File: config.mk
export PLATFORM = sky130hd
export DESIGN_NAME = cycle_timer_flat
export DESIGN_NICKNAME = d
export VERILOG_FILES = /design/src/rtl/cycle_timer_if.sv /design/src/rtl/cycle_timer.sv /design/src/flat_wrapper.sv
export SDC_FILE = /design/constraint.sdc
export NUM_CORES = 1
export LEC_CHECK = 0
export CAP_MARGIN = 0
export CELL_PAD_IN_SITES_DETAIL_PLACEMENT = 0
export CELL_PAD_IN_SITES_GLOBAL_PLACEMENT = 1
export CORE_ASPECT_RATIO = 0.9
export CORE_MARGIN = 1.5
export CORE_UTILIZATION = 41
export DETAILED_ROUTE_END_ITERATION = 10
export PLACE_DENSITY = 0.9
export SKIP_LAST_GASP = 1
export SLEW_MARGIN = 20
export SYNTH_ARGS = -nofsm -noshare
export SYNTH_HDL_FRONTEND = slang
export SYNTH_SLANG_ARGS = --single-unit
export TNS_END_PERCENT = 1
File: constraint.sdc
create_clock -name clock -period 4.05 [get_ports clock]
set_clock_uncertainty 0.2 [all_clocks]
set_input_delay 1.0125 -clock clock [delete_from_list [all_inputs] [get_ports clock]]
set_output_delay 1.0125 -clock clock [all_outputs]
set_load 0.05 [all_outputs]
File: src/rtl/cycle_timer_if.sv
// Controller <-> cycle timer signal bundle.
// master: washer controller side, slave: cycle_timer side.
interface cycle_timer_if;
    logic [1:0] program_Select;
    logic       load_Program;
    logic       fill_Water_Operation;
    logic       heat_Water_Operation;
    logic       wash_Operation;
    logic       rinse_Operation;
    logic       spin_Operation;
    logic       fault;
    logic       sig_Lid_Closed;
    logic       sig_Time_Out;
    logic       sig_Wash_Completed;
    logic       sig_Rinse_Completed;
    logic       sig_Spin_Completed;
    logic       paused;
    logic       phase_Error;
    logic [7:0] remaining;
    logic [2:0] phase;

    modport master (
        output program_Select, load_Program,
        output fill_Water_Operation, heat_Water_Operation,
        output wash_Operation, rinse_Operation, spin_Operation,
        output fault, sig_Lid_Closed,
        input  sig_Time_Out, sig_Wash_Completed,
        input  sig_Rinse_Completed, sig_Spin_Completed,
        input  paused, phase_Error, remaining, phase
    );

    modport slave (
        input  program_Select, load_Program,
        input  fill_Water_Operation, heat_Water_Operation,
        input  wash_Operation, rinse_Operation, spin_Operation,
        input  fault, sig_Lid_Closed,
        output sig_Time_Out, sig_Wash_Completed,
        output sig_Rinse_Completed, sig_Spin_Completed,
        output paused, phase_Error, remaining, phase
    );
endinterface

File: src/rtl/cycle_timer.sv
// Washer phase timer: prescaled tick countdown per controller phase.
// Ports: clock, reset (sync, active-high), bus (cycle_timer_if.slave).
module cycle_timer #(
    parameter int unsigned TICK_DIV   = 1000,
    parameter logic [7:0]  FILL_LIMIT = 8'd60,
    parameter logic [7:0]  HEAT_LIMIT = 8'd90
) (
    input  logic          clock,
    input  logic          reset,
    cycle_timer_if.slave  bus
);

    typedef enum logic [2:0] {
        PH_NONE  = 3'd0,
        PH_FILL  = 3'd1,
        PH_HEAT  = 3'd2,
        PH_WASH  = 3'd3,
        PH_RINSE = 3'd4,
        PH_SPIN  = 3'd5
    } phase_e;

    localparam logic [15:0] PRESC_MAX = 16'(TICK_DIV - 1);

    phase_e      phase_q, phase_d, dec_phase;
    logic [7:0]  rem_q, rem_d;
    logic [15:0] presc_q, presc_d;
    logic [1:0]  prog_q, prog_d;
    logic        err_q, err_d;
    logic [4:0]  ops;
    logic        one_hot, multi, hold, tick;

    function automatic logic [7:0] duration(
        input phase_e p,
        input logic [1:0] pg
    );
        logic [7:0] d;
        d = 8'd0;
        case (p)
            PH_FILL: d = FILL_LIMIT;
            PH_HEAT: d = HEAT_LIMIT;
            PH_WASH: begin
                case (pg)
                    2'd0: d = 8'd40;
                    2'd1: d = 8'd20;
                    2'd2: d = 8'd60;
                    default: d = 8'd30;
                endcase
            end
            PH_RINSE: begin
                case (pg)
                    2'd0: d = 8'd20;
                    2'd1: d = 8'd10;
                    2'd2: d = 8'd30;
                    default: d = 8'd20;
                endcase
            end
            PH_SPIN: begin
                case (pg)
                    2'd0: d = 8'd15;
                    2'd1: d = 8'd8;
                    2'd2: d = 8'd25;
                    default: d = 8'd5;
                endcase
            end
            default: d = 8'd0;
        endcase
        return d;
    endfunction

    always_comb begin
        ops = {bus.spin_Operation, bus.rinse_Operation,
               bus.wash_Operation, bus.heat_Water_Operation,
               bus.fill_Water_Operation};
        // x & (x-1) clears the lowest set bit: nonzero means 2+ bits set
        multi   = (ops & (ops - 5'd1)) != 5'd0;
        one_hot = (ops != 5'd0) && !multi;
        dec_phase = PH_NONE;
        if (one_hot && !bus.fault) begin
            unique case (1'b1)
                ops[0]: dec_phase = PH_FILL;
                ops[1]: dec_phase = PH_HEAT;
                ops[2]: dec_phase = PH_WASH;
                ops[3]: dec_phase = PH_RINSE;
                ops[4]: dec_phase = PH_SPIN;
                default: dec_phase = PH_NONE;
            endcase
        end
    end

    // Open lid freezes only the timed mechanical phases
    assign hold = (phase_q == PH_WASH || phase_q == PH_RINSE ||
                   phase_q == PH_SPIN) && !bus.sig_Lid_Closed;
    assign tick = presc_q == PRESC_MAX;

    always_comb begin
        phase_d = phase_q;
        rem_d   = rem_q;
        presc_d = presc_q;
        err_d   = err_q | multi;
        // Program latched before the duration lookup so a coincident
        // phase entry uses the newly loaded program
        prog_d  = (bus.load_Program && phase_q == PH_NONE)
                  ? bus.program_Select : prog_q;
        if (dec_phase != phase_q) begin
            phase_d = dec_phase;
            rem_d   = duration(dec_phase, prog_d);
            presc_d = 16'd0;
        end else if (!hold) begin
            if (tick) begin
                presc_d = 16'd0;
                if (rem_q != 8'd0)
                    rem_d = rem_q - 8'd1;
            end else begin
                presc_d = presc_q + 16'd1;
            end
        end
    end

    always_ff @(posedge clock) begin
        if (reset) begin
            phase_q <= PH_NONE;
            rem_q   <= 8'd0;
            presc_q <= 16'd0;
            prog_q  <= 2'd0;
            err_q   <= 1'b0;
        end else begin
            phase_q <= phase_d;
            rem_q   <= rem_d;
            presc_q <= presc_d;
            prog_q  <= prog_d;
            err_q   <= err_d;
        end
    end

    assign bus.sig_Time_Out =
        (phase_q == PH_FILL || phase_q == PH_HEAT) && rem_q == 8'd0;
    assign bus.sig_Wash_Completed  = phase_q == PH_WASH  && rem_q == 8'd0;
    assign bus.sig_Rinse_Completed = phase_q == PH_RINSE && rem_q == 8'd0;
    assign bus.sig_Spin_Completed  = phase_q == PH_SPIN  && rem_q == 8'd0;
    assign bus.paused      = hold;
    assign bus.phase_Error = err_q;
    assign bus.remaining   = rem_q;
    assign bus.phase       = phase_q;

endmodule

File: src/flat_wrapper.sv
// flat-port wrapper written by rule: the top's interface ports become plain ports
module cycle_timer_flat 
#(
    parameter int unsigned TICK_DIV   = 1000,
    parameter logic [7:0]  FILL_LIMIT = 8'd60,
    parameter logic [7:0]  HEAT_LIMIT = 8'd90
)
  (clock, reset, bus_program_Select, bus_load_Program, bus_fill_Water_Operation, bus_heat_Water_Operation, bus_wash_Operation, bus_rinse_Operation, bus_spin_Operation, bus_fault, bus_sig_Lid_Closed, bus_sig_Time_Out, bus_sig_Wash_Completed, bus_sig_Rinse_Completed, bus_sig_Spin_Completed, bus_paused, bus_phase_Error, bus_remaining, bus_phase);
  cycle_timer_if bus_i ();
  input  logic clock;
  input  logic reset;
  input wire logic [$bits(bus_i.program_Select)-1:0] bus_program_Select;
  input wire logic [$bits(bus_i.load_Program)-1:0] bus_load_Program;
  input wire logic [$bits(bus_i.fill_Water_Operation)-1:0] bus_fill_Water_Operation;
  input wire logic [$bits(bus_i.heat_Water_Operation)-1:0] bus_heat_Water_Operation;
  input wire logic [$bits(bus_i.wash_Operation)-1:0] bus_wash_Operation;
  input wire logic [$bits(bus_i.rinse_Operation)-1:0] bus_rinse_Operation;
  input wire logic [$bits(bus_i.spin_Operation)-1:0] bus_spin_Operation;
  input wire logic [$bits(bus_i.fault)-1:0] bus_fault;
  input wire logic [$bits(bus_i.sig_Lid_Closed)-1:0] bus_sig_Lid_Closed;
  output wire logic [$bits(bus_i.sig_Time_Out)-1:0] bus_sig_Time_Out;
  output wire logic [$bits(bus_i.sig_Wash_Completed)-1:0] bus_sig_Wash_Completed;
  output wire logic [$bits(bus_i.sig_Rinse_Completed)-1:0] bus_sig_Rinse_Completed;
  output wire logic [$bits(bus_i.sig_Spin_Completed)-1:0] bus_sig_Spin_Completed;
  output wire logic [$bits(bus_i.paused)-1:0] bus_paused;
  output wire logic [$bits(bus_i.phase_Error)-1:0] bus_phase_Error;
  output wire logic [$bits(bus_i.remaining)-1:0] bus_remaining;
  output wire logic [$bits(bus_i.phase)-1:0] bus_phase;
  assign bus_i.program_Select = bus_program_Select;
  assign bus_i.load_Program = bus_load_Program;
  assign bus_i.fill_Water_Operation = bus_fill_Water_Operation;
  assign bus_i.heat_Water_Operation = bus_heat_Water_Operation;
  assign bus_i.wash_Operation = bus_wash_Operation;
  assign bus_i.rinse_Operation = bus_rinse_Operation;
  assign bus_i.spin_Operation = bus_spin_Operation;
  assign bus_i.fault = bus_fault;
  assign bus_i.sig_Lid_Closed = bus_sig_Lid_Closed;
  assign bus_sig_Time_Out = bus_i.sig_Time_Out;
  assign bus_sig_Wash_Completed = bus_i.sig_Wash_Completed;
  assign bus_sig_Rinse_Completed = bus_i.sig_Rinse_Completed;
  assign bus_sig_Spin_Completed = bus_i.sig_Spin_Completed;
  assign bus_paused = bus_i.paused;
  assign bus_phase_Error = bus_i.phase_Error;
  assign bus_remaining = bus_i.remaining;
  assign bus_phase = bus_i.phase;
  cycle_timer #(.TICK_DIV(TICK_DIV), .FILL_LIMIT(FILL_LIMIT), .HEAT_LIMIT(HEAT_LIMIT)) u_core (.clock(clock), .reset(reset), .bus(bus_i));
endmodule
==> results of run 1 <==
## placed cells by master (no fill, tap or decap), types with 2 or more instances in the layout
cell type | Yosys | layout
a211oi_1 | 4 | 4
a21oi_1 | 11 | 11
a221oi_1 | 2 | 2
a311oi_1 | 2 | 2
and2_1 | 3 | 3
and3_1 | 3 | 3
and3b_1 | 2 | 2
and4_1 | 2 | 2
buf_4 | 0 | 15
clkbuf_1 | 8 | 2
clkbuf_8 | 0 | 5
clkdlybuf4s50_1 | 0 | 23
dfxtp_1 | 30 | 30
ha_1 | 7 | 7
inv_1 | 6 | 6
mux2i_1 | 2 | 2
nand2_1 | 10 | 10
nand2b_1 | 4 | 4
nand3_1 | 7 | 7
nand3b_1 | 4 | 4
nand4_1 | 9 | 9
nor2_1 | 19 | 19
nor2_4 | 10 | 10
nor2b_1 | 2 | 2
nor3_1 | 15 | 14
nor3b_1 | 3 | 3
nor4_1 | 6 | 6
o21ai_0 | 6 | 6
o311ai_0 | 2 | 2
or2_2 | 2 | 2
or3_1 | 4 | 4
or4_1 | 3 | 3
or4_4 | 2 | 2
xnor2_1 | 5 | 5
xor2_1 | 17 | 17
## cell families after synthesis
group	count (synthesis)	share of synthesized area (%)
flops	30	29.0
compound gates	37	11.9
simple gates	119	38.4
buf+inv	20	4.41
xor+xnor	23	10.1
fa+ha+maj	8	4.71
mux	3	1.51
## worst max-delay path, stage by stage (launching register included)
cell	delay, ps
dfxtp_1	320
inv_1	80
ha_1	200
or4b_1	460
or3_1	540
nor3_1	190
buf_4	230
## per-layer routing
| metal | GRT usage (%) | vias up | routed length [um] |
|---|---|---|---|
| met5 | 0 | - | 0 |
| li1 | - | 940 | - |
| met1 | 27.2 | 849 | 2330 |
| met2 | 25.0 | 63 | 1880 |
| met3 | 6.14 | 4 | 324 |
| met4 | 5.75 | 0 | 54 |
## layout make-up
type                            count  area share (%)
Multi-Input combinational cell    190            54.7
Sequential cell                    30            23.7
Timing Repair Buffer               39            14.3
Tap cell                           65            3.21
Clock buffer                        7            3.01
Inverter                            7            1.04
## state kept, by name (all words and copies together) (netlist names)
| name | flops |
|---|---|
| u_core.presc_q | 16 |
| u_core.bus.remaining | 8 |
| u_core.bus.phase | 3 |
| u_core.prog_q | 2 |
| u_core.bus.phase_Error | 1 |
## cell usage after synthesis (3+ instances only)
cell type   n  share of area, %
buf_2       4              0.97
nand3_1     7               1.7
nand3b_1    4               1.4
or4_1       3               1.1
a211oi_1    4               1.4
nor2_1     19               3.4
nand4_1     9               2.7
nor3b_1     3               1.1
nand2_1    10               1.8
nor3_1     15               3.6
o21ai_0     6               1.4
ha_1        7               4.2
inv_1       6               1.1
and2_1      3              0.91
dfxtp_1    30                29
nand2b_1    4               1.2
a21oi_1    11               2.7
and3_1      3              0.91
or3_1       4               1.2
nor4_1      6               1.8
clkbuf_1    8               1.4
xnor2_1     5               2.1
nor2_4     10               5.4
xor2_1     17               7.2
## power groups by stage
stage | combinational [uW] | clock (uW) | sequential, uW
2_1_floorplan | 101 | 0 | 350
3_3_place_gp | 177 | 0 | 326
3_5_place_dp | 178 | 0 | 326
4_1_cts | 179 | 229 | 320
5_1_grt | 197 | 241 | 322
6_report | 180 | 225 | 320
## stage by stage
| step | cells | hold WS (ps) | total power [uW] |
|---|---|---|---|
| 3_5_place_dp | 331 | 268 | 504 |
| 5_1_grt | 338 | 315 | 761 |
| 2_1_floorplan | 240 | 261 | 451 |
| 3_3_place_gp | 331 | 260 | 503 |
| 4_1_cts | 338 | 282 | 728 |
| 6_report | 338 | 273 | 726 |
## worst max-delay path by stage
stage | start | endpoint | slack (ps) | cells after the start
2_1_floorplan | u_core.bus.remaining[0] | bus_sig_Rinse_Completed | 0.5 | 6
3_3_place_gp | bus_load_Program | u_core.bus.remaining[3] | 340 | 10
3_5_place_dp | bus_load_Program | u_core.bus.remaining[3] | 300 | 10
4_1_cts | u_core.bus.remaining[0] | bus_sig_Time_Out | 540 | 6
5_1_grt | bus_load_Program | u_core.bus.remaining[3] | 320 | 10
6_report | u_core.bus.remaining[0] | bus_sig_Wash_Completed | 530 | 6
==> results by group, run 1 <==
Flow run
  • Max Cap Viol: 0

Worst setup path
  • Worst flop-to-flop path endpoint: u_core.bus.remaining[3]
  • Arrival @ worst endpoint: 2310 ps
  • Req. time, crit path: 2840 ps
  • R2r setup slk: 1310 ps
  • CP Class: reg -> out
  • Crit start category: flop
  • Reg2reg path depth: 9
  • Critical R2R Launch: u_core.bus.phase[1]
  • Maximum fanout along the worst path: 8
  • Element type at the critical path end: primary output

Final layout
  • Sequential Area: 601 um2
  • Share of cells above drive strength 1: 15.8%
  • Cell area after layout: 2530 um2
  • Area of the multi-input gates: 1390 um2
  • Diode count: 0
  • # fillers: 476
  • Area grow syn2layout: 22.2%
  • Core Util, Final: 52.1%
  • Final net count: 292

Yosys
  • Seq/Total Area, Yosys: 29.0%
  • Net count after synthesis: 259
  • Post-Syn Area: 2070 um2
  • Seq cells post-synth: 30
  • Synthesis Warnings: 0
  • Avg Inst Size Synth: 8.64 um2
  • Predominant post-synthesis flop cell: dfxtp_1
  • Syn Inst Count: 240
  • Post-synth ARST share: 0%
  • Number of synthesized flops with an enable pin: 0
  • Synth cell types: 57

Placed design
  • GP Congestion: 0.859
  • Area after DPL: 2460 um2
  • Estimated wirelength of the detail-placed design: 3370 um
  • Setup WS pre-CTS: 300 ps
  • Port Buffers: 28

Floorplanning
  • # IOs: 29
  • Die X: 78.0 um
  • Core area: 4860 um2
  • Die Ht: 70.5 um
  • Die area: 5490 um2
  • Initial Utilization: 42.6%
  • Cell Rows: 24

Min path
  • Hold path endpoint: u_core.bus.phase_Error
  • Hold depth: 2
  • Min-delay src: u_core.bus.phase_Error
  • Min-delay worst type: reg -> reg

Global route
  • Largest net degree at the start of global routing: 20
  • GRT Total Usage: 18.5%
  • Vias in the first global route: 1676
  • First-pass GRT wire length: 8000 um
  • Gr ovfl total: 0
  • Initial antenna violation count: 0

Pwr
  • Leak pwr: 0.000929 uW
  • Gate power share: 24.9%
  • Sw frac: 31.7%
  • Maximum VDD drop: 0.216 mV
  • Cell-internal power: 496 uW
  • Seq pwr share: 44.1%
  • Clk pwr share: 31.1%
  • Switch Pwr: 230 uW
  • Cell Pwr Density: 286 nW/um2

Timing
  • RSZ-0062 raised after global routing: false
  • Final hold vios: 0
  • Worst Tran Pin Value: 560 ps
  • Final setup violation count: 0
  • Slew margin rel.: 62.5%
  • Slew Viols, Final: 0
  • Final min period: 3520 ps
  • Final setup margin: 529 ps
  • Maximum clock rate: 284 MHz
  • Setup Total Neg Slack: 0 ps
  • Part of the cycle the worst path needs: 86.9%

Routing
  • Drt first pass iters: 4
  • DRT iter0 DRCs: 130
  • Routed len/inst: 13.6 um
  • Post-DRT Antenna Nets: 0
  • Vias: 1856
  • Post-Route WL: 4590 um
  • DRC errors left: 0
  • Routed vias/inst: 5.49

Clock tree
  • CTS tree: done
  • Clk_lat worst skew: 290 ps
  • CTS sink cnt: 30
  • Setup repair bufs after CTS: 0
  • Number of hold buffers added after cts: 0
  • Resized cells post-CTS: 0
  • CTS Root Cell: clkbuf_8
  • H-tree levels: 2
  • Worst-path clk slew: 60 ps
  • CTS Buf Count: 5
  • Deepest clock path buffer count: 2

Run status
  • Status: completed
(Power assumes the default switching activity.)
==> run 2: changes to the inputs <==
--- a/config.mk
+++ b/config.mk
@@ -5,12 +5,13 @@
 export SDC_FILE = /design/constraint.sdc
 export NUM_CORES = 1
 export LEC_CHECK = 0
+export ABC_AREA = 1
 export CAP_MARGIN = 0
 export CELL_PAD_IN_SITES_DETAIL_PLACEMENT = 0
 export CELL_PAD_IN_SITES_GLOBAL_PLACEMENT = 1
 export CORE_ASPECT_RATIO = 0.9
 export CORE_MARGIN = 1.5
-export CORE_UTILIZATION = 41
+export CORE_UTILIZATION = 38
 export DETAILED_ROUTE_END_ITERATION = 10
 export PLACE_DENSITY = 0.9
 export SKIP_LAST_GASP = 1
==> results by group, run 2 <==
Worst setup path
  • Element type at the critical path end: primary output
  • Cell family with most CP delay: buffers and inverters
  • Worst path max stage delay: 840 ps
  • Buf+Inv Stages, Crit Path: 3
  • Slowest-stage cell, CP: clkdlybuf4s50_1
  • R2r setup slk: 1570 ps
  • Crit start category: flop
  • CP Class: reg -> out
  • Arrival @ worst endpoint: 2710 ps
  • Maximum fanout along the worst path: 4
  • Critical Path, Cell by Cell: inv_1 > ha_1 > nand3_1 > nor3_1 > nand2_1 > nor2_1 > inv_1 > nor3_1 > clkdlybuf4s50_1
  • Req. time, crit path: 2840 ps

Final layout
  • Core Util, Final: 49.1%
  • Final net count: 362
  • Area grow syn2layout: 21.0%
  • Cell area after layout: 2450 um2
  • Diode count: 0
  • Max reg flops: 16
  • # fillers: 527
  • Commonest non-fill, non-tap cell in the layout: nand2_1
  • Share of cells above drive strength 1: 7.87%
  • Most frequent cells in the layout: 53 x nand2_1, 51 x inv_1, 49 x nor2_1
  • Biggest register: u_core.presc_q
  • Final Non-Filler Cells: 408

Placed design
  • GP Congestion: 0.819
  • DP Cell Count: 401
  • Estimated wirelength of the detail-placed design: 3510 um
  • Area after DPL: 2370 um2
  • Port Buffers: 28

Clock tree
  • CTS Buf Count: 5
  • Clk_lat worst skew: 280 ps
  • Deepest clock path buffer count: 2
  • Resized cells post-CTS: 0
  • Worst-path clk slew: 60 ps
  • Setup repair bufs after CTS: 0
  • H-tree levels: 2
  • CTS sink cnt: 30
  • Number of hold buffers added after cts: 0
  • CTS tree: done
  • CTS Root Cell: clkbuf_8

Floorplanning
  • Cell Rows: 24
  • Die X: 79.9 um
  • # IOs: 29
  • Die Ht: 72.2 um
  • Initial Utilization: 40.6%
  • Die area: 5770 um2
  • Core area: 4980 um2

Global route
  • GRT Total Usage: 17.6%
  • Initial antenna violation count: 0
  • Vias in the first global route: 1873
  • Largest net degree at the start of global routing: 19
  • Gr ovfl total: 0
  • First-pass GRT wire length: 8070 um

Pwr
  • Maximum VDD drop: 0.194 mV
  • Leak pwr: 0.00111 uW
  • Clk pwr share: 29.7%
  • Cell-internal power: 500 uW
  • Switch Pwr: 264 uW
  • Sw frac: 34.6%
  • Gate power share: 28.1%
  • Seq pwr share: 42.2%
  • Cell Pwr Density: 313 nW/um2

Yosys
  • Predominant post-synthesis flop cell: dfxtp_1
  • Syn Inst Count: 311
  • Area share of the largest cell type after synthesis: 29.7%
  • Net count after synthesis: 330
  • Top-count cell post-synth: nand2_1
  • Post-Syn Area: 2020 um2
  • Seq cells post-synth: 30
  • Top cells by count, synth: 53 x nand2_1, 51 x inv_1, 49 x nor2_1, 30 x dfxtp_1, 27 x nand3_1
  • Seq/Total Area, Yosys: 29.7%
  • Synth area leaders: dfxtp_1 30%, nand2_1 9.8%, inv_1 9.5%
  • Synthesis Warnings: 0
  • Avg Inst Size Synth: 6.50 um2
  • Synth cell types: 27
  • Area leader, netlist: dfxtp_1
  • Number of synthesized flops with an enable pin: 0
  • Post-synth ARST share: 0%

Timing
  • Slew Viols, Final: 0
  • Maximum clock rate: 255 MHz
  • RSZ-0062 raised after global routing: true
  • Part of the cycle the worst path needs: 96.9%
  • Worst Tran Pin Value: 685 ps
  • Final hold vios: 0
  • Hold WS: 288 ps
  • Slew margin rel.: 53.8%
  • Final min period: 3920 ps
  • Final setup violation count: 0

Run status
  • Status: completed

Routing
  • Post-DRT Antenna Nets: 0
  • Vias: 2012
  • Routed vias/inst: 4.93
  • Drt first pass iters: 4
  • Routed len/inst: 11.2 um
  • Post-Route WL: 4580 um
  • DRC errors left: 0
  • DRT iter0 DRCs: 137

Min path
  • Min-delay worst type: reg -> reg

Flow run
  • Max Cap Viol: 0
## run 2: final timing paths
check | from | end | cells past startpoint
min | u_core.bus.phase_Error | u_core.bus.phase_Error | 2
min reg2reg | u_core.bus.phase_Error | u_core.bus.phase_Error | 2
max reg2reg | u_core.bus.phase[1] | u_core.bus.remaining[1] | 11
max | u_core.bus.remaining[0] | bus_sig_Time_Out | 9
## run 2: power groups by stage
stage / combinational, uW / clock, uW / sequential, uW
2_1_floorplan: 130 / 0 / 360
3_3_place_gp: 216 / 0 / 329
3_5_place_dp: 215 / 0 / 330
4_1_cts: 216 / 236 / 323
5_1_grt: 241 / 251 / 325
6_report: 215 / 227 / 323
## run 2: logic make-up after synthesis
family,after synthesis,synth area share (%)
xor gates and xnor gates,12,5.20
adders and majority gates,7,4.33
and+or+nand+nor,177,41.2
DFF,30,29.7
buffers and inverters,56,11.7
AOI/OAI and AO/OA,29,7.92
## run 2: routing by layer
layer | up-vias | wire length (um) | track usage, %
met5 | - | 0 | 0
met4 | 0 | 53 | 6.13
met3 | 7 | 213 | 4.03
met2 | 35 | 2090 | 28.3
met1 | 904 | 2220 | 23.3
li1 | 1066 | - | -
## run 2: cell type report
type / count / area, um2 / share of cell area, %
Inverter: 52 / 195 / 7.98
Clock buffer: 5 / 68.8 / 2.81
Multi-Input combinational cell: 225 / 1190 / 48.7
Timing Repair Buffer: 29 / 300 / 12.3
Clock inverter: 2 / 10.0 / 0.409
Sequential cell: 30 / 601 / 24.5
Tap cell: 65 / 81.3 / 3.32
## run 2: per-stage QoR
stage	power (uW)	worst slack (ps)	TNS, ps
finish	765	125	0
global route	817	-122	-298
CTS	775	95.8	0
detailed placement	545	411	0
global placement	545	451	0
floorplan	491	312	0
## run 2: worst register-to-register path: cells and delay by family (launching register included)
family	cells	cell delay [ps]
AOI/OAI and AO/OA	2	760
buffers and inverters	2	190
DFF	1	390
adders and majority gates	1	240
and+or+nand+nor	6	600
==> run 3: changes to the inputs <==
==> constraint.sdc (replaced) <==
create_clock -name clock -period 4.2 [get_ports clock]
set_clock_uncertainty 0.2 [all_clocks]
set_input_delay 1.05 -clock clock [delete_from_list [all_inputs] [get_ports clock]]
set_output_delay 1.05 -clock clock [all_outputs]
set_load 0.05 [all_outputs]
==> results by group, run 3 (same netlist as run 2, synthesis figures left out) <==
Worst setup path
  • Req. time, crit path: 2950 ps
  • Crit start category: flop
  • Maximum fanout along the worst path: 4
  • CP Class: reg -> out
  • Arrival @ worst endpoint: 2750 ps
  • Element type at the critical path end: primary output

Final layout
  • Max reg flops: 16
  • # fillers: 528
  • Biggest register: u_core.presc_q
  • Area grow syn2layout: 21.2%
  • Final net count: 361
  • Sequential Area: 601 um2
  • Area of the multi-input gates: 1180 um2
  • Most frequent cells in the layout: 53 x nand2_1, 51 x inv_1, 49 x nor2_1
  • Commonest non-fill, non-tap cell in the layout: nand2_1
  • Share of cells above drive strength 1: 7.58%
  • Diode count: 0

Timing
  • Slew Viols, Final: 0
  • Setup Total Neg Slack: 0 ps
  • Maximum clock rate: 250 MHz
  • Part of the cycle the worst path needs: 95.2%
  • RSZ-0062 raised after global routing: true
  • Final setup violation count: 0
  • Hold WS: 297 ps
  • Final min period: 4000 ps
  • Worst Tran Pin Value: 565 ps
  • Slew margin rel.: 61.9%
  • Final hold vios: 0

Placed design
  • Port Buffers: 28
  • GP Congestion: 0.846
  • Estimated wirelength of the detail-placed design: 3540 um

Clock tree
  • H-tree levels: 2
  • CTS sink cnt: 30
  • Worst-path clk slew: 70 ps
  • CTS Root Cell: clkbuf_8
  • Setup repair bufs after CTS: 0
  • Clk_lat worst skew: 290 ps
  • CTS Buf Count: 5
  • CTS tree: done
  • Resized cells post-CTS: 0
  • Deepest clock path buffer count: 2
  • Number of hold buffers added after cts: 0

Routing
  • Post-Route WL: 4680 um
  • Post-DRT Antenna Nets: 0
  • Routed len/inst: 11.5 um
  • Vias: 1996
  • Drt first pass iters: 4
  • DRT iter0 DRCs: 123
  • DRC errors left: 0
  • Routed vias/inst: 4.89

Floorplanning
  • Initial Utilization: 40.6%
  • # IOs: 29
  • Core area: 4980 um2
  • Die Ht: 72.2 um
  • Die X: 79.9 um
  • Cell Rows: 24
  • Die area: 5770 um2

Global route
  • Vias in the first global route: 1853
  • Met3 Usage GRT: 4.28%
  • First-pass GRT wire length: 8340 um
  • Initial antenna violation count: 0
  • Largest net degree at the start of global routing: 19
  • Gr ovfl total: 0
  • Most used routing layer: met1
  • Met1 usage: 26.8%
  • GRT Total Usage: 18.3%
  • Routing usage on met2: 26.1%

Min path
  • Min-delay worst type: reg -> reg

Pwr
  • Cell Pwr Density: 330 nW/um2
  • Leak pwr: 0.00111 uW
  • Maximum VDD drop: 0.193 mV

Flow run
  • Max Cap Viol: 0

Run status
  • Status: completed
run 3: power by group:
group | switching [uW] | internal [uW] | leakage, uW | total [uW]
Sequential | 13.4 | 298 | 0.000244 | 312
Combinational | 133 | 71.6 | 0.000811 | 205
Clock | 118 | 174 | 0.0000579 | 293
Total | 265 | 544 | 0.00111 | 809
run 3: final timing paths:
path,slack (ps),endpoint,cells after the start,startpoint
max,200,bus_sig_Wash_Completed,9,u_core.bus.remaining[0]
min,300,u_core.bus.phase_Error,2,u_core.bus.phase_Error
max reg2reg,1740,u_core.bus.remaining[2],12,u_core.bus.phase[1]
min reg2reg,300,u_core.bus.phase_Error,2,u_core.bus.phase_Error
run 3: per-layer routing:
metal	vias to the layer above	share of wire [%]	routed length (um)
li1	1072	-	-
met3	8	5.0	232
met1	885	53	2480
met5	-	0	0
met4	0	1.3	62
met2	31	41	1900
run 3: layout make-up:
class	count	share of cell area, %
Multi-Input combinational cell	225	48.3
Sequential cell	30	24.5
Timing Repair Buffer	28	11.4
Inverter	52	7.96
Tap cell	65	3.32
Clock buffer	5	2.81
Clock inverter	3	1.63
run 3: worst max-delay path, stage by stage (launching register included):
cell and delay (ps):
dfxtp_1 350, inv_1 90, ha_1 180, nand3_1 120, nor3_1 290, nand2_1 90, nor2_1 210, inv_1 90
nor4_1 190, clkdlybuf4s50_1 860
run 3: stage by stage:
| stage | instances | setup WS [ps] | utilization, % | power [uW] | area, um2 |
|---|---|---|---|---|---|
| 2_1_floorplan | 311 | 55.1 | - | 472 | 2020 |
| 3_3_place_gp | 400 | 497 | 46.9 | 522 | 2340 |
| 3_5_place_dp | 400 | 490 | 46.9 | 522 | 2340 |
| 4_1_cts | 408 | 175 | 49.1 | 818 | 2450 |
| 5_1_grt | 408 | -33.7 | 49.2 | 859 | 2450 |
| 6_report | 408 | 203 | 49.2 | 809 | 2450 |
